## config.mk

```make
export PLATFORM = sky130hd
export DESIGN_NAME = sat_counter
export DESIGN_NICKNAME = d
export VERILOG_FILES = /design/src/rtl/sat_counter.sv
export SDC_FILE = /design/constraint.sdc
export NUM_CORES = 1
export LEC_CHECK = 0
export ABC_CLOCK_PERIOD_IN_PS = 1950
export BUFFER_PORTS_ARGS = -buffer_cell sky130_fd_sc_hd__buf_2
export CAP_MARGIN = 20
export CORE_MARGIN = 2
export CORE_UTILIZATION = 35
export CTS_CLUSTER_SIZE = 25
export DETAILED_ROUTE_END_ITERATION = 8
export PLACE_DENSITY = 0.55
export SLEW_MARGIN = 15
export SYNTH_ARGS = -nofsm -noshare
export SYNTH_HDL_FRONTEND = slang
export SYNTH_SLANG_ARGS = --single-unit
```

## constraint.sdc

```tcl
create_clock -name clk -period 1.95 [get_ports clk]
set_input_delay 0.0975 -clock clk [delete_from_list [all_inputs] [get_ports clk]]
set_output_delay 0.0975 -clock clk [all_outputs]
set_load 0.02 [all_outputs]
```

## src/rtl/sat_counter.sv

```systemverilog
// Saturating up-counter with synchronous clear; a clear coinciding with an
// increment loads 1 so the concurrent event is not lost.
module sat_counter #(
  parameter int W = 16
) (
  input  logic         clk,
  input  logic         rst_n,     // active-high asynchronous reset
  input  logic         clr,
  input  logic         inc,
  output logic [W-1:0] count
);

  logic [W-1:0] cnt_r;
  logic [W-1:0] cnt_nxt_s;

  // Next count: clear has priority, increment stops at all-ones
  always_comb begin
    cnt_nxt_s = cnt_r;
    if (clr) begin
      if (inc) begin
        cnt_nxt_s = W'(1);
      end else begin
        cnt_nxt_s = '0;
      end
    end else if (inc && (cnt_r != {W{1'b1}})) begin
      cnt_nxt_s = cnt_r + W'(1);
    end else begin
      cnt_nxt_s = cnt_r;
    end
  end

  // Count register
  always_ff @(posedge clk or posedge rst_n) begin
    if (rst_n) begin
      cnt_r <= '0;
    end else begin
      cnt_r <= cnt_nxt_s;
    end
  end

  assign count = cnt_r;

endmodule

```

==> results.sh <==
export IMPL_cts_tree="done"
export IMPL_clock_path_buffers=2
export IMPL_setup_tns_ns=0
export IMPL_post_route_period_util_pct=91.23
export IMPL_synth_nets=105
export IMPL_slew_headroom_pct=58.36
export IMPL_cts_buffers=3
export IMPL_syn2layout_area_growth_pct=21.81
export IMPL_clock_skew_ns=0.006192
export IMPL_required_ns=2.16
export IMPL_critPathCaptureType="flop"
export IMPL_drtAntennaViolNets=0
export IMPL_drt_wl_total_um=2223
export IMPL_min_path_type="input pin to flop"
export IMPL_gp_congestion=0.8248
export IMPL_synth_flop_cell="dfrtp_1"
export IMPL_grt_max_degree=17
export IMPL_crit_path_max_fanout=7
export IMPL_rows=18
export IMPL_total_power_w=0.0006184
export IMPL_antenna_found_initial=0
export IMPL_diodes=0
export IMPL_fmax_mhz=562.1
export IMPL_drc=0
export IMPL_drv_cap=0
export IMPL_rsz0062_at_grt="false"
export IMPL_multi_input_area_um2=469.2
export IMPL_nNetsFinal=131
export IMPL_largest_reg_flops=16
export IMPL_die_area_um2=2996
export IMPL_regArea_um2=400.4
export IMPL_start_util_pct=36.70
export IMPL_r2r_end="count[11]"
export IMPL_drive_gt1_share_pct=24.80
export IMPL_hold_start="inc"
export IMPL_cts_setup_buffers=0
export IMPL_coreArea_um2=2455
export IMPL_ir_drop_mv=0.3325
export IMPL_synth_warning_count=0
export IMPL_ys_seq_elements=16
export IMPL_holdWs_ns=0.1173
export IMPL_n_fill_cell=260
export IMPL_port_buffer_count=19
export IMPL_hold_depth=3
export IMPL_synth_cells=100
export IMPL_viasPerCell=5.477
export IMPL_grt_pass1_vias=823
export IMPL_leakage_nw=0.4878
export IMPL_timing_critical_path_from_type="flop"
export IMPL_die_h_um=54.74
export IMPL_final_cells=155
export IMPL_syn_cell_area_um2=900.9
export IMPL_synth_edf_count=0
export IMPL_cp_arrival_ns=1.99
export IMPL_hpwl_um=1634
export IMPL_grtUsageTotal_pct=18.28
export IMPL_syn_avg_cell_area_um2=9.009
export IMPL_clockRootBuffer="clkbuf_4"
export IMPL_async_flop_share_pct=100.0
export IMPL_firstDrtPassIters=4
export IMPL_drtIter0Drc=28
export IMPL_via_count=849
export IMPL_dp_cells=150
export IMPL_path_clk_slew_ns=0.10
export IMPL_ys_seq_area_share_pct=44.44
export IMPL_clk_latency_ns=0.29
export IMPL_grt_pass1_wl_um=3891
export IMPL_path_class="flop to flop"
export IMPL_synth_cell_type_count=37
export IMPL_outcome="complete, no violations"
export IMPL_worst_pin_slew_ns=0.6240
export IMPL_die_x_um=54.74
export IMPL_fin_crit_ns=1.779
export IMPL_clkSinkCount=16
export IMPL_r2r_start="count[5]"
export IMPL_regToRegSetupSlack_ns=0.17
export IMPL_htree_levels=1
export IMPL_overflow=0
export IMPL_ioPinCount=20
export IMPL_setup_viol=0
export IMPL_reg2regPathDepth=4
export IMPL_hold_viol=0
export IMPL_powerDensity_nw_per_um2=563.6
export IMPL_wire_per_inst_um=14.34
export IMPL_hold_end="count[1]"
export IMPL_slew_viol_final=0
-- worst max-delay path: stages (launching register included) --
cell	delay (ns)
dfrtp_1	0.47
nand4_2	0.17
or4_4	0.57
or3_1	0.32
a21oi_1	0.17
-- report_power, final --
group / total [W] / internal, W / switching (W)
clock: 0.000225 / 0.000114 / 0.000111
sequential: 0.000341 / 0.000336 / 0.00000522
combinational: 0.0000516 / 0.0000179 / 0.0000338
total: 0.000618 / 0.000468 / 0.000150
-- logic make-up after synthesis --
logic type | after synthesis | share of synthesized area (%)
compound gates | 27 | 18.89
xor+xnor | 2 | 1.945
fa+ha+maj | 1 | 1.389
buf+inv | 8 | 3.471
flops | 16 | 44.44
simple gates | 46 | 29.86
-- how the worst max path moves through the flow --
stage / cells after the start / endpoint / from / slack, ns
2_1_floorplan: 4 / count[11] / count[8] / 0.19
3_3_place_gp: 4 / count[13] / count[5] / 0.26
3_5_place_dp: 4 / count[11] / count[5] / 0.21
4_1_cts: 4 / count[11] / count[5] / 0.17
5_1_grt: 4 / count[11] / count[5] / 0.03
6_report: 4 / count[11] / count[5] / 0.17
-- cell type report --
cell class,instances,share of cell area (%)
sequential,16,36.49
inverter,5,1.710
clock buffer,4,3.307
timing repair buffer,24,12.31
tap,30,3.421
multi-input combinational,76,42.76
-- routing by layer --
metal | vias to the layer above | track usage [%] | share of wire [%]
li1 | 424 | - | -
met1 | 404 | 23.10 | 46
met2 | 19 | 29.76 | 48
met3 | 2 | 6.284 | 5.2
met4 | 0 | 4.167 | 0.67
met5 | - | 0 | 0
-- metrics by stage --
stage / worst slack (ns) / util [%] / cell area, µm²
floorplan: 0.1861 / - / 900.9
global placement: 0.2614 / 42.81 / 1051
detailed placement: 0.2064 / 42.81 / 1051
CTS: 0.1662 / 44.70 / 1097
global route: 0.03382 / 44.70 / 1097
finish: 0.1711 / 44.70 / 1097
-- Yosys cell counts, drive strengths merged, types with 2 or more instances --
master	count	area share (%)
dfrtp	16	44
nand2	9	3.7
or3	9	6.2
a21oi	8	4.4
o21ai	7	3.9
nor2	6	2.5
inv	5	2.1
nand3	4	2.2
nand4	4	3.5
nor3	4	2.2
a211oi	2	1.7
a31oi	2	1.4
and4	2	2.1
buf	2	0.97
xor2	2	1.9
-- cells in the final DEF (no fill, tap or decap), drive strengths merged --
cell type    count
o311ai           1
nor2             6
nand3            4
a211oi           2
inv              5
buf             23
and3             1
o211ai           1
o2111ai          1
or4              1
or3              9
nand2b           1
nand3b           1
o41ai            1
and4             2
dfrtp           16
o21bai           1
dlygate4sd3      1
a2bb2oi          1
o21ai            7
and4b            1
nand4            4
clkbuf           4
or2              1
and2             1
nor3             4
o311a            1
nand2            9
nor4             1
o31ai            1
a31oi            2
ha               1
xor2             2
a21oi            8
-- timing repair --
action	4_1_cts	5_1_grt
endpoints found under the hold margin	16	0
resized for setup	0	0
hold buffers	1	0
(Power assumes the default switching activity.)
